`config.mk`:
```
export PLATFORM = sky130hd
export DESIGN_NAME = crc_stream_engine
export DESIGN_NICKNAME = d
export VERILOG_FILES = /design/src/rtl/crc_stream_engine.sv
export SDC_FILE = /design/constraint.sdc
export NUM_CORES = 1
export LEC_CHECK = 0
export BUFFER_PORTS_ARGS = -buffer_cell sky130_fd_sc_hd__buf_2
export CORE_MARGIN = 1
export CORE_UTILIZATION = 55
export CTS_CLUSTER_SIZE = 20
export DETAILED_ROUTE_END_ITERATION = 10
export PLACE_DENSITY_LB_ADDON = 0.05
export SLEW_MARGIN = 30
export SYNTH_ARGS = -nofsm -noshare
export SYNTH_HDL_FRONTEND = slang
export SYNTH_SLANG_ARGS = --single-unit
```
`constraint.sdc`:
```
create_clock -name clk_1 -period 2.2 [get_ports clk_1]
set_input_delay 0.44 -clock clk_1 [delete_from_list [all_inputs] [get_ports clk_1]]
set_output_delay 0.44 -clock clk_1 [all_outputs]
set_load 0.03 [all_outputs]
```
`src/rtl/crc_stream_engine.sv`:
```
// CRC generate/check engine: MSB-first long division by one of two polynomials,
// BPC bits per cycle, with valid/ready handshakes and a saturating check-failure counter.
module crc_stream_engine #(
   parameter int            MSG_W  = 60,
   parameter int            BPC    = 1,
   parameter int            PA_W   = 8,
   parameter logic [PA_W:0] POLY_A = 9'h131,
   parameter int            PB_W   = 5,
   parameter logic [PB_W:0] POLY_B = 6'h2B,
   parameter int            CNT_W  = 8
) (
   input  logic             clk_1,
   input  logic             rst_n,
   input  logic             in_valid,
   output logic             in_ready,
   input  logic [MSG_W-1:0] in_msg,
   input  logic             in_mode,
   input  logic             in_sel,
   output logic             out_valid,
   input  logic             out_ready,
   output logic [MSG_W-1:0] out_data,
   output logic             out_err,
   input  logic             err_clr,
   output logic [CNT_W-1:0] err_cnt
);

   localparam int N  = MSG_W / BPC;
   localparam int RW = (PA_W > PB_W) ? PA_W : PB_W;
   localparam int CW = $clog2(N + 1);

   localparam logic [RW-1:0] MASK_A = RW'((32'd1 << PA_W) - 32'd1);
   localparam logic [RW-1:0] MASK_B = RW'((32'd1 << PB_W) - 32'd1);
   localparam logic [RW-1:0] POLY_A_LO = RW'(POLY_A[PA_W-1:0]);
   localparam logic [RW-1:0] POLY_B_LO = RW'(POLY_B[PB_W-1:0]);

   generate
      if ((MSG_W % BPC) != 0) begin : g_bad_bpc
         $error("crc_stream_engine: MSG_W must be a multiple of BPC");
      end
   endgenerate

   typedef enum logic [1:0] {IDLE, CALC, DONE} state_t;

   state_t          state;
   state_t          next_state;
   logic            armed;
   logic [MSG_W-1:0] dividend;
   logic [MSG_W-1:0] shreg;
   logic [RW-1:0]   rem;
   logic            mode_q;
   logic            sel_q;
   logic [CW-1:0]   step_cnt;
   logic            calc_last;
   logic            check_fail;
   logic [MSG_W-1:0] load_dividend;

   // One division step: shift the next dividend bit in, subtract the polynomial when the
   // bit shifted out of the W-bit remainder was set.
   function automatic logic [RW-1:0] div_step(input logic [RW-1:0] r, input logic b,
                                              input logic s);
      logic [RW-1:0] nxt;
      logic          fb;
      fb  = s ? r[PB_W-1] : r[PA_W-1];
      nxt = {r[RW-2:0], b} & (s ? MASK_B : MASK_A);
      if (fb) nxt = nxt ^ (s ? POLY_B_LO : POLY_A_LO);
      return nxt;
   endfunction

   function automatic logic [RW-1:0] div_bpc(input logic [RW-1:0] r,
                                             input logic [BPC-1:0] bits, input logic s);
      logic [RW-1:0] acc;
      acc = r;
      for (int i = BPC - 1; i >= 0; i--) acc = div_step(acc, bits[i], s);
      return acc;
   endfunction

   assign calc_last  = (state == CALC) && (step_cnt == CW'(N));
   assign check_fail = calc_last && mode_q && (rem != '0);

   always_comb begin
      load_dividend = in_msg;
      if (!in_mode) load_dividend = in_sel ? (in_msg << PB_W) : (in_msg << PA_W);
   end

   always_ff @(posedge clk_1 or negedge rst_n) begin
      if (!rst_n) state <= IDLE;
      else        state <= next_state;
   end

   always_comb begin
      next_state = state;
      case (state)
         IDLE:    if (in_valid && in_ready) next_state = CALC;
         CALC:    if (calc_last)            next_state = DONE;
         DONE:    if (out_ready)            next_state = IDLE;
         default: next_state = IDLE;
      endcase
   end

   always_comb begin
      in_ready  = (state == IDLE) && armed;
      out_valid = (state == DONE);
   end

   // The extra CALC cycle after the last step turns the remainder into the result word,
   // which gives the N+1 edge latency from accept to out_valid.
   always_ff @(posedge clk_1 or negedge rst_n) begin
      if (!rst_n) begin
         armed    <= 1'b0;
         dividend <= '0;
         shreg    <= '0;
         rem      <= '0;
         mode_q   <= 1'b0;
         sel_q    <= 1'b0;
         step_cnt <= '0;
         out_data <= '0;
         out_err  <= 1'b0;
      end else begin
         armed <= 1'b1;
         case (state)
            IDLE: begin
               if (in_valid && in_ready) begin
                  dividend <= load_dividend;
                  shreg    <= load_dividend;
                  rem      <= '0;
                  mode_q   <= in_mode;
                  sel_q    <= in_sel;
                  step_cnt <= '0;
               end
            end
            CALC: begin
               if (calc_last) begin
                  if (!mode_q) begin
                     out_data <= dividend | MSG_W'(rem);
                     out_err  <= 1'b0;
                  end else begin
                     out_data <= (rem != '0) ? '1 : '0;
                     out_err  <= (rem != '0);
                  end
               end else begin
                  rem      <= div_bpc(rem, shreg[MSG_W-1 -: BPC], sel_q);
                  shreg    <= shreg << BPC;
                  step_cnt <= step_cnt + CW'(1);
               end
            end
            DONE: begin
               if (out_ready) begin
                  out_data <= '0;
                  out_err  <= 1'b0;
               end
            end
            default: ;
         endcase
      end
   end

   always_ff @(posedge clk_1 or negedge rst_n) begin
      if (!rst_n)                          err_cnt <= '0;
      else if (err_clr)                    err_cnt <= '0;
      else if (check_fail && err_cnt != '1) err_cnt <= err_cnt + CNT_W'(1);
   end

endmodule

```
==> metrics.txt, run 1 <==
# TYPE chip_impl_metric gauge
chip_impl_metric{name="io_buffers",unit=""} 137
chip_impl_metric{name="drt_iter0_drc",unit=""} 453
chip_impl_info{name="crit-reg2reg-capture",value="err_cnt[5]$_DFFE_PN0P_"} 1
chip_impl_info{name="clk_root_buffer_cell",value="clkbuf_16"} 1
chip_impl_metric{name="finalWirelength",unit="µm"} 24100
chip_impl_metric{name="globalRouteOverflowTotal",unit=""} 0
chip_impl_info{name="r2r_start",value="step_cnt[1]$_DFFE_PN0P_"} 1
chip_impl_metric{name="synth.lib_cells_used.distinct",unit=""} 47
chip_impl_metric{name="power_switching",unit="mW"} 5.15
chip_impl_metric{name="avgViaCountPerCell",unit=""} 5.95
chip_impl_metric{name="final_max_slew_viol_count",unit=""} 0
chip_impl_metric{name="critical_path.max_fanout",unit=""} 13
chip_impl_metric{name="die_w",unit="µm"} 136
chip_impl_metric{name="syn2layout_area_growth",unit="%"} 17.8
chip_impl_metric{name="post-route-period-util",unit="%"} 91.2
chip_impl_info{name="setup.worst_path.end",value="err_cnt[5]$_DFFE_PN0P_"} 1
chip_impl_metric{name="fp.dieArea",unit="µm²"} 18600
chip_impl_metric{name="top_level_ports",unit=""} 138
chip_impl_metric{name="final_antenna_net_count",unit=""} 0
chip_impl_info{name="crit_type",value="flip-flop to flip-flop"} 1
chip_impl_metric{name="yosys_register_bits",unit=""} 208
chip_impl_metric{name="clock_path_buffers",unit=""} 3
chip_impl_metric{name="post-layout-total-power",unit="mW"} 14.9
chip_impl_metric{name="post_drt_wl_per_cell",unit="µm"} 18.7
chip_impl_metric{name="crit_required",unit="ns"} 2.62
chip_impl_metric{name="cts_sinks",unit=""} 208
chip_impl_info{name="ys.flop_type",value="dfrtp_1"} 1
chip_impl_metric{name="total_number_of_nets_in_the_final_design",unit=""} 1122
chip_impl_metric{name="r2r_cells",unit=""} 6
chip_impl_metric{name="comb_power_share",unit="%"} 31.4
chip_impl_metric{name="grt_pass1_vias",unit=""} 7401
chip_impl_metric{name="post_synth_inst_count",unit=""} 941
chip_impl_metric{name="power_switching_share",unit="%"} 34.7
chip_impl_metric{name="syn-cell-area",unit="µm²"} 9940
chip_impl_metric{name="synth.yosys.seq_area_share",unit="%"} 52.4
chip_impl_metric{name="synth_fp_nets",unit=""} 1011
chip_impl_info{name="startpoint_type",value="flip-flop"} 1
chip_impl_metric{name="setup_violations",unit=""} 0
chip_impl_metric{name="power_frac_seq",unit="%"} 42.2
chip_impl_metric{name="hold-path-cell-count",unit=""} 2
chip_impl_info{name="netlist_top_cells_count",value="dfrtp_1 (208), o21ai_0 (127), mux2i_1 (104)"} 1
chip_impl_metric{name="pin_count_of_the_biggest_net_entering_global_routing",unit=""} 68
chip_impl_info{name="result_of_the_run",value="completed"} 1
chip_impl_metric{name="regToRegSetupSlack",unit="ns"} 0.19
chip_impl_metric{name="clockPowerShare",unit="%"} 26.3
chip_impl_metric{name="diodes",unit=""} 0
chip_impl_metric{name="fin_tns_setup",unit="ns"} 0
chip_impl_metric{name="clk_pin_slew",unit="ns"} 0.06
chip_impl_info{name="critPathLaunch",value="step_cnt[1]$_DFFE_PN0P_"} 1
chip_impl_metric{name="drtPass1Iterations",unit=""} 5
chip_impl_metric{name="final.setup_skew",unit="ns"} 0.0153
chip_impl_metric{name="worst-slew-pin-transition",unit="ns"} 0.637
chip_impl_metric{name="asyncSetResetFlopFracSynth",unit="%"} 100
chip_impl_metric{name="vias",unit=""} 7693
chip_impl_metric{name="cts_buffers",unit=""} 23
chip_impl_metric{name="synth-edff-count",unit=""} 0
chip_impl_metric{name="post_synth.cell_area_avg",unit="µm²"} 10.6
chip_impl_metric{name="clock.fmax",unit="MHz"} 498
chip_impl_metric{name="gr-usage-all-layers",unit="%"} 26.5
chip_impl_info{name="synth.most_common_cell",value="dfrtp_1"} 1
chip_impl_info{name="cts_tree",value="done"} 1
chip_impl_metric{name="initial_core_util",unit="%"} 56.9
chip_impl_metric{name="critical_path_arrival",unit="ns"} 2.43
chip_impl_info{name="hp-class",value="input pin to flip-flop"} 1
chip_impl_metric{name="h_tree_level_count",unit=""} 1
chip_impl_metric{name="powerDensity",unit="nW/µm²"} 1270
chip_impl_info{name="end_kind",value="flip-flop"} 1
chip_impl_metric{name="internal_power",unit="mW"} 9.70
chip_impl_metric{name="detailed_place_hpwl",unit="µm"} 15800
chip_impl_metric{name="maxCapViolCount",unit=""} 0
chip_impl_info{name="netlist_top_cells_area",value="dfrtp_1 (52%), mux2i_1 (10%), o21ai_0 (6.4%)"} 1
chip_impl_metric{name="hold_viol",unit=""} 0
chip_impl_metric{name="detail_route.drc_violations",unit=""} 0
chip_impl_metric{name="synth-warning-count",unit=""} 0
chip_impl_metric{name="power.leakage",unit="nW"} 5.30
chip_impl_metric{name="vdd_ir_drop_max",unit="V"} 0.000840
chip_impl_metric{name="dieHeight",unit="µm"} 136
chip_impl_info{name="grt_setup_unrepaired",value="no"} 1
chip_impl_metric{name="synth.top_cell.area_share",unit="%"} 52.4
chip_impl_metric{name="rows",unit=""} 48
chip_impl_metric{name="slew_headroom",unit="%"} 57.3
chip_impl_metric{name="clkLatencyLatePin",unit="ns"} 0.51
chip_impl_metric{name="fp.coreArea",unit="µm²"} 17500
chip_impl_metric{name="gp_routability_congestion",unit=""} 0.856
chip_impl_info{name="yosysTopAreaCell",value="dfrtp_1"} 1
chip_impl_metric{name="initial_antenna_violation_count",unit=""} 0
chip_impl_metric{name="global_route_wire_length_before_repair",unit="µm"} 38900
chip_impl_metric{name="post_route_cells_drive_above_1_share",unit="%"} 25.5
chip_impl_metric{name="fin_crit",unit="ns"} 2.01
metal layers:
layer / vias up / GRT usage (%) / wire length (µm)
li1: 3599 / - / -
met5: - / 0 / 0
met4: 0 / 6.98 / 488
met2: 206 / 40.0 / 10900
met1: 3846 / 40.1 / 11700
met3: 42 / 3.58 / 970
layout make-up:
| class | count | area (µm²) |
|---|---|---|
| fill | 1430 | 5770 |
| sequential | 208 | 5210 |
| multi-input combinational | 648 | 4380 |
| timing repair buffer | 164 | 1040 |
| clock buffer | 32 | 679 |
| tap | 225 | 282 |
| clock inverter | 8 | 96.3 |
| inverter | 7 | 26.3 |
cell families after synthesis:
group | count (synthesis) | synth area share, %
multiplexers | 159 | 16.7
other | 1 | 0.0377
AO/OA/AOI/OAI | 226 | 14.5
AND/OR/NAND/NOR | 254 | 11.6
adder cells (fa/ha/maj) | 3 | 0.378
buffers and inverters | 85 | 3.98
XOR/XNOR | 5 | 0.441
flip-flops | 208 | 52.4
stage by stage:
step	hold WS, ns	setup WS, ns	util [%]	cell area (µm²)	cells
6_report	0.207	0.193	67.0	11700	1292
5_1_grt	0.204	0.0784	67.0	11700	1292
4_1_cts	0.189	0.123	66.9	11700	1292
3_5_place_dp	0.319	0.145	62.4	10900	1251
3_3_place_gp	0.320	0.210	62.4	10900	1251
2_1_floorplan	0.144	0.206	-	9940	941
cells in the final DEF (no fill, tap or decap), types with 2 or more instances in the layout:
cell and count:
bufinv_16 2, clkbuf_16 23, clkbuf_1 2, or4_4 2, nand2_1 84, nor3_1 8
or4_1 6, clkinv_2 4, o21ai_0 127, o211ai_1 4, nand4_1 3, nor2b_1 3
o31ai_1 6, nand3_1 68, nor2_1 63, xnor2_1 2, buf_2 136, and4_1 2
mux2_2 55, inv_1 6, a22oi_1 3, buf_4 15, and3_1 2, o2bb2ai_1 60
buf_12 11, ha_1 3, xor2_1 3, mux2i_1 104, a21oi_1 15, dfrtp_1 207
clkbuf_8 8, a22o_1 2, or3_2 2
power groups by stage:
stage	clock (mW)	sequential [mW]	combinational, mW
2_1_floorplan	0	6.81	2.72
3_3_place_gp	0	6.27	4.56
3_5_place_dp	0	6.29	4.67
4_1_cts	4.00	6.26	4.70
5_1_grt	4.13	6.46	5.16
6_report	3.91	6.27	4.67
worst min-delay path by stage:
| stage | start | to | slack (ns) |
|---|---|---|---|
| 2_1_floorplan | rst_n | armed$_DFF_PN0_ | 0.14 |
| 3_3_place_gp | rst_n | err_cnt[7]$_DFFE_PN0P_ | 0.32 |
| 3_5_place_dp | rst_n | err_cnt[7]$_DFFE_PN0P_ | 0.32 |
| 4_1_cts | out_ready | state[1]$_DFFE_PN0P_ | 0.19 |
| 5_1_grt | out_ready | state[1]$_DFFE_PN0P_ | 0.20 |
| 6_report | err_clr | err_cnt[3]$_DFFE_PN0P_ | 0.21 |
state kept, by name (all words and copies together), names as in the netlist:
signal    count
dividend     60
rem           8
state         2
sel_q         1
err_cnt       8
armed         1
out_data     60
shreg        60
mode_q        1
out_err       1
step_cnt      6
critical path: stages, from the launching register on:
cell	delay, ns
dfrtp_1	0.41
inv_1	0.09
ha_1	0.20
and4_1	0.28
o2111ai_4	0.24
or4_1	0.56
a21oi_1	0.16
what timing repair did:
action / CTS / global route
hold buffers: 1 / 0
endpoints found under the setup margin: 0 / 2
setup buffers: 0 / 0
hold endpoints to repair: 16 / 0
resized for setup: 0 / 1
No activity file was read; power rests on OpenSTA's default activity.
==> run 2, diff against run 1 <==
--- a/config.mk
+++ b/config.mk
@@ -7,7 +7,8 @@
 export LEC_CHECK = 0
 export BUFFER_PORTS_ARGS = -buffer_cell sky130_fd_sc_hd__buf_2
 export CORE_MARGIN = 1
-export CORE_UTILIZATION = 55
+export CORE_UTILIZATION = 52
+export CTS_BUF_LIST = sky130_fd_sc_hd__clkbuf_16
 export CTS_CLUSTER_SIZE = 20
 export DETAILED_ROUTE_END_ITERATION = 10
 export PLACE_DENSITY_LB_ADDON = 0.05
==> constraint.sdc (replaced) <==
create_clock -name clk_1 -period 1.8 [get_ports clk_1]
set_input_delay 0.36 -clock clk_1 [delete_from_list [all_inputs] [get_ports clk_1]]
set_output_delay 0.36 -clock clk_1 [all_outputs]
set_load 0.03 [all_outputs]
==> metrics.txt, run 2 (synthesis results as in run 1) <==
# TYPE chip_impl_metric gauge
chip_impl_metric{name="drt_iter0_drc",unit=""} 467
chip_impl_info{name="cts_tree",value="done"} 1
chip_impl_metric{name="detailed_place_hpwl",unit="µm"} 16500
chip_impl_metric{name="finalWirelength",unit="µm"} 26300
chip_impl_metric{name="avgViaCountPerCell",unit=""} 5.88
chip_impl_metric{name="syn2layout_area_growth",unit="%"} 24.7
chip_impl_info{name="layout_common_cells",value="dfrtp_1 (207), buf_2 (134), o21ai_0 (127)"} 1
chip_impl_metric{name="post_drt_wl_per_cell",unit="µm"} 19.6
chip_impl_metric{name="fp.dieArea",unit="µm²"} 19700
chip_impl_metric{name="clock_path_buffers",unit=""} 3
chip_impl_info{name="hp-class",value="input pin to flip-flop"} 1
chip_impl_metric{name="placement.cell_area",unit="µm²"} 11200
chip_impl_metric{name="rows",unit=""} 50
chip_impl_metric{name="fp.coreArea",unit="µm²"} 18700
chip_impl_metric{name="h_tree_level_count",unit=""} 1
chip_impl_metric{name="powerDensity",unit="nW/µm²"} 1490
chip_impl_metric{name="die_w",unit="µm"} 140
chip_impl_metric{name="postLayoutCellArea",unit="µm²"} 12400
chip_impl_metric{name="critical_path_arrival",unit="ns"} 2.21
chip_impl_metric{name="post-route-period-util",unit="%"} 102
chip_impl_metric{name="worst-slew-pin-transition",unit="ns"} 0.522
chip_impl_metric{name="critical_path.max_fanout",unit=""} 23
chip_impl_metric{name="initial_core_util",unit="%"} 53.1
chip_impl_metric{name="finalWorstSetupSlack",unit="ns"} -0.0290
chip_impl_metric{name="drtPass1Iterations",unit=""} 4
chip_impl_metric{name="clock.fmax",unit="MHz"} 547
chip_impl_metric{name="gr-usage-all-layers",unit="%"} 25.9
chip_impl_metric{name="final.setup_skew",unit="ns"} 0.00885
chip_impl_metric{name="pin_count_of_the_biggest_net_entering_global_routing",unit=""} 88
chip_impl_metric{name="top_level_ports",unit=""} 138
chip_impl_metric{name="initial_antenna_violation_count",unit=""} 0
chip_impl_info{name="violated_checks",value="setup timing"} 1
chip_impl_metric{name="grt_pass1_vias",unit=""} 7650
chip_impl_info{name="grt_setup_unrepaired",value="yes"} 1
chip_impl_info{name="crit_type",value="flip-flop to flip-flop"} 1
chip_impl_metric{name="diodes",unit=""} 0
chip_impl_metric{name="global_route_wire_length_before_repair",unit="µm"} 40700
chip_impl_metric{name="post-layout-total-power",unit="mW"} 18.5
chip_impl_metric{name="post_route_cells_drive_above_1_share",unit="%"} 29.1
chip_impl_info{name="result_of_the_run",value="complete, but fails checks"} 1
chip_impl_metric{name="vdd_ir_drop_max",unit="V"} 0.000910
chip_impl_metric{name="dieHeight",unit="µm"} 140
chip_impl_info{name="reg_top3",value="dividend (60), out_data (60), shreg (60)"} 1
chip_impl_metric{name="gp_routability_congestion",unit=""} 0.804
chip_impl_metric{name="pre_cts_slack",unit="ns"} -0.0828
chip_impl_metric{name="regToRegSetupSlack",unit="ns"} -0.03
chip_impl_metric{name="slew_headroom",unit="%"} 65.1
chip_impl_metric{name="total_area_of_multi_input_combinational_cells",unit="µm²"} 4550
chip_impl_metric{name="final_antenna_net_count",unit=""} 0
chip_impl_info{name="startpoint_type",value="flip-flop"} 1
chip_impl_metric{name="clk_pin_slew",unit="ns"} 0.06
chip_impl_metric{name="clkLatencyLatePin",unit="ns"} 0.51
chip_impl_metric{name="detail_route.drc_violations",unit=""} 0
chip_impl_metric{name="total_number_of_nets_in_the_final_design",unit=""} 1165
chip_impl_metric{name="globalRouteOverflowTotal",unit=""} 0
chip_impl_metric{name="final_core_util",unit="%"} 66.3
chip_impl_metric{name="vias",unit=""} 7895
chip_impl_metric{name="fin_crit",unit="ns"} 1.83
chip_impl_info{name="final_common_cell",value="dfrtp_1"} 1
chip_impl_metric{name="final_max_slew_viol_count",unit=""} 0
chip_impl_metric{name="crit_required",unit="ns"} 2.18
chip_impl_metric{name="power.leakage",unit="nW"} 5.65
chip_impl_metric{name="io_buffers",unit=""} 137
chip_impl_metric{name="regArea",unit="µm²"} 5210
chip_impl_metric{name="cts_buffers",unit=""} 23
chip_impl_info{name="clk_root_buffer_cell",value="clkbuf_16"} 1
chip_impl_info{name="end_kind",value="flip-flop"} 1
chip_impl_metric{name="maxCapViolCount",unit=""} 0
chip_impl_metric{name="setup_violations",unit=""} 12
chip_impl_metric{name="nFillCells",unit=""} 1522
chip_impl_metric{name="hold_viol",unit=""} 0
chip_impl_metric{name="cts_sinks",unit=""} 208
run 2: critical path: stages (launching register included):
cell and delay [ns]:
dfrtp_1 0.40, or4_4 0.55, buf_6 0.15, nor2_4 0.08
a21o_4 0.22, buf_12 0.19, o2bb2ai_1 0.10
run 2: area by class of cell:
class                      instances  area share [%]
clock buffer                      23            4.64
clock inverter                    16           0.928
tap                              234            2.36
sequential                       208            42.0
inverter                           7           0.212
timing repair buffer             206            13.2
multi-input combinational        649            36.7
run 2: power by group:
part	internal [mW]	switching (mW)
logic	2.84	3.63
registers	6.56	1.04
clock network	2.58	1.83
run 2: final timing paths:
check | to | start | cells past startpoint
min in group asynchronous | err_cnt[3]$_DFFE_PN0P_ | rst_n | 2
worst min register to register | dividend[7]$_DFFE_PN0P_ | dividend[7]$_DFFE_PN0P_ | 2
worst min-delay path | state[1]$_DFFE_PN0P_ | out_ready | 2
worst max-delay path | out_data[43]$_DFFE_PN0P_ | rem[7]$_DFFE_PN0P_ | 6
worst max register to register | out_data[43]$_DFFE_PN0P_ | rem[7]$_DFFE_PN0P_ | 6
max in group asynchronous | dividend[21]$_DFFE_PN0P_ | rst_n | 3
run 2: timing repair:
action,4_1_cts,5_1_grt
pin swaps,3,9
cloned,0,7
setup endpoints to repair,109,121
endpoints found under the hold margin,41,0
resized for setup,11,35
hold buffers,1,0
buffers inserted,2,12
run 2: metrics by stage:
step	std cells	TNS [ns]	hold WS (ns)
2_1_floorplan	941	-1.01	0.0644
3_5_place_dp	1282	-1.68	0.338
3_3_place_gp	1282	-0.164	0.339
5_1_grt	1343	-2.48	0.106
6_report	1343	-0.134	0.107
4_1_cts	1324	-0.186	0.0909
run 2: per-layer routing:
layer	GRT usage [%]	up-vias	part of all wire (%)
met5	0	-	0
met4	5.49	0	1.7
met3	3.52	31	4.1
met2	40.6	173	46
met1	38.4	3992	48
li1	-	3699	-
==> run 3, diff against run 2 <==
--- a/config.mk
+++ b/config.mk
@@ -12,6 +12,7 @@
 export CTS_CLUSTER_SIZE = 20
 export DETAILED_ROUTE_END_ITERATION = 10
 export PLACE_DENSITY_LB_ADDON = 0.05
+export SETUP_SLACK_MARGIN = 0.2
 export SLEW_MARGIN = 30
 export SYNTH_ARGS = -nofsm -noshare
 export SYNTH_HDL_FRONTEND = slang
==> metrics.txt, run 3 (synthesis results as in run 1) <==
# TYPE chip_impl_metric gauge
chip_impl_metric{name="critical_path_arrival",unit="ns"} 2.20
chip_impl_metric{name="clkLatencyLatePin",unit="ns"} 0.50
chip_impl_metric{name="post-route-period-util",unit="%"} 98.3
chip_impl_metric{name="fp.coreArea",unit="µm²"} 18700
chip_impl_metric{name="vias",unit=""} 7939
chip_impl_metric{name="detailroute.wirelength.met3",unit="µm"} 1160
chip_impl_metric{name="final.setup_skew",unit="ns"} 0.00881
chip_impl_metric{name="die_w",unit="µm"} 140
chip_impl_info{name="reg_top3",value="dividend (60), out_data (60), shreg (60)"} 1
chip_impl_metric{name="h_tree_level_count",unit=""} 1
chip_impl_metric{name="initial_core_util",unit="%"} 53.1
chip_impl_metric{name="cts_sinks",unit=""} 208
chip_impl_metric{name="final_max_slew_viol_count",unit=""} 0
chip_impl_metric{name="routedLengthMet1",unit="µm"} 12700
chip_impl_metric{name="final_antenna_net_count",unit=""} 0
chip_impl_metric{name="avgViaCountPerCell",unit=""} 5.89
chip_impl_metric{name="gp_routability_congestion",unit=""} 0.826
chip_impl_metric{name="clock_path_buffers",unit=""} 3
chip_impl_metric{name="finalWorstSetupSlack",unit="ns"} 0.0303
chip_impl_metric{name="powerDensity",unit="nW/µm²"} 1490
chip_impl_metric{name="top_level_ports",unit=""} 138
chip_impl_info{name="cts_tree",value="done"} 1
chip_impl_metric{name="rows",unit=""} 50
chip_impl_metric{name="total_number_of_nets_in_the_final_design",unit=""} 1169
chip_impl_metric{name="pin_count_of_the_biggest_net_entering_global_routing",unit=""} 88
chip_impl_metric{name="maxCapViolCount",unit=""} 0
chip_impl_metric{name="cts_buffers",unit=""} 23
chip_impl_metric{name="clk_pin_slew",unit="ns"} 0.06
chip_impl_metric{name="drt_iter0_drc",unit=""} 499
chip_impl_metric{name="nFillCells",unit=""} 1467
chip_impl_metric{name="detail_route.drc_violations",unit=""} 0
chip_impl_info{name="grt_setup_unrepaired",value="yes"} 1
chip_impl_metric{name="pre_cts_slack",unit="ns"} 0.0330
chip_impl_metric{name="fin_crit",unit="ns"} 1.77
chip_impl_info{name="crit_type",value="flip-flop to flip-flop"} 1
chip_impl_metric{name="global_route_wire_length_before_repair",unit="µm"} 40600
chip_impl_metric{name="initial_antenna_violation_count",unit=""} 0
chip_impl_metric{name="power.leakage",unit="nW"} 5.83
chip_impl_metric{name="crit_required",unit="ns"} 2.23
chip_impl_info{name="startpoint_type",value="flip-flop"} 1
chip_impl_metric{name="hold_viol",unit=""} 0
chip_impl_metric{name="syn2layout_area_growth",unit="%"} 27.6
chip_impl_metric{name="postLayoutCellArea",unit="µm²"} 12700
chip_impl_metric{name="clock.fmax",unit="MHz"} 565
chip_impl_metric{name="drtPass1Iterations",unit=""} 5
chip_impl_metric{name="grt_pass1_vias",unit=""} 7530
chip_impl_metric{name="vdd_ir_drop_max",unit="V"} 0.000897
chip_impl_metric{name="gr-usage-all-layers",unit="%"} 25.7
chip_impl_info{name="final_common_cell",value="dfrtp_1"} 1
chip_impl_metric{name="dieHeight",unit="µm"} 140
chip_impl_metric{name="globalRouteOverflowTotal",unit=""} 0
chip_impl_metric{name="diodes",unit=""} 0
chip_impl_info{name="end_kind",value="flip-flop"} 1
chip_impl_metric{name="post_drt_wl_per_cell",unit="µm"} 19.6
chip_impl_metric{name="fp.dieArea",unit="µm²"} 19700
chip_impl_info{name="highest_layer",value="met4"} 1
chip_impl_info{name="hp-class",value="input pin to flip-flop"} 1
chip_impl_info{name="result_of_the_run",value="completed"} 1
chip_impl_metric{name="met2_length",unit="µm"} 12000
chip_impl_metric{name="detailed_place_hpwl",unit="µm"} 16200
chip_impl_info{name="layout_common_cells",value="dfrtp_1 (206), buf_2 (134), o21ai_0 (117)"} 1
chip_impl_metric{name="finalWirelength",unit="µm"} 26400
chip_impl_metric{name="placement.cell_area",unit="µm²"} 11100
chip_impl_metric{name="critical_path.max_fanout",unit=""} 7
chip_impl_metric{name="setup_violations",unit=""} 0
chip_impl_info{name="clk_root_buffer_cell",value="clkbuf_16"} 1
chip_impl_metric{name="post_route_cells_drive_above_1_share",unit="%"} 30.4
chip_impl_metric{name="io_buffers",unit=""} 137
==> run 3: changes by cell type in the layout (fill, tap and decap cells not counted), moves of 6 or more <==
cell / previous run / this run
mux2_2: 55 / 0
o21ai_0: 127 / 117
mux2_4: 0 / 55
buf_6: 8 / 15
o21ai_2: 0 / 7
o2bb2ai_1: 54 / 60
==> run 3: stage by stage <==
step | std cells | power (mW) | hold WS [ns] | utilization [%] | TNS, ns
2_1_floorplan | 941 | 11.7 | 0.0644 | - | 0
3_3_place_gp | 1274 | 13.4 | 0.299 | 59.5 | 0
3_5_place_dp | 1274 | 13.6 | 0.300 | 59.5 | 0
4_1_cts | 1323 | 18.3 | 0.112 | 64.6 | 0
5_1_grt | 1347 | 20.0 | 0.119 | 67.8 | -0.292
6_report | 1347 | 18.9 | 0.117 | 67.8 | 0
==> run 3: final cells by class <==
| cell class | instances | area, µm² | area share, % |
|---|---|---|---|
| clock buffers | 23 | 576 | 4.54 |
| clock inverters | 16 | 116 | 0.917 |
| inverters | 7 | 28.8 | 0.227 |
| multi-input cells | 648 | 4750 | 37.4 |
| flip-flops and latches | 208 | 5210 | 41.0 |
| well taps | 234 | 293 | 2.31 |
| repair buffers | 211 | 1720 | 13.6 |
==> run 3: critical path: stages (launching register included) <==
cell,delay [ns]
dfrtp_1,0.39
inv_2,0.08
ha_4,0.15
and4_4,0.22
o2111ai_4,0.18
or4_4,0.56
a21oi_2,0.12
==> run 3: per-layer routing <==
metal,global-route usage [%],up-vias
li1,-,3703
met1,38.2,3991
met2,40.1,206
met4,5.67,0
met3,3.52,39
met5,0,-
==> run 3: worst paths after layout <==
path / from / end / slack [ns] / cells past startpoint
max: step_cnt[1]$_DFFE_PN0P_ / err_cnt[4]$_DFFE_PN0P_ / 0.03 / 6
min: out_ready / state[1]$_DFFE_PN0P_ / 0.12 / 2
max reg2reg: step_cnt[1]$_DFFE_PN0P_ / err_cnt[4]$_DFFE_PN0P_ / 0.03 / 6
min reg2reg: out_data[15]$_DFFE_PN0P_ / out_data[15]$_DFFE_PN0P_ / 0.48 / 1
max in group asynchronous: rst_n / shreg[35]$_DFFE_PN0P_ / 0.79 / 3
min in group asynchronous: rst_n / step_cnt[5]$_DFFE_PN0P_ / 0.34 / 2
==> run 3: timing repair <==
item | 4_1_cts | 5_1_grt
resized for setup | 39 | 83
cloned | 2 | 8
setup endpoints to repair | 191 | 194
buffers inserted | 7 | 16
hold buffers | 1 | 0
endpoints found under the hold margin | 31 | 0
pin swaps | 6 | 19
==> run 3: where the power goes <==
part / internal, mW / leakage (nW) / switching [mW]
Combinational: 3.17 / 2.85 / 3.67
Clock: 2.58 / 0.363 / 1.83
Sequential: 6.56 / 2.62 / 1.08
Total: 12.3 / 5.83 / 6.58
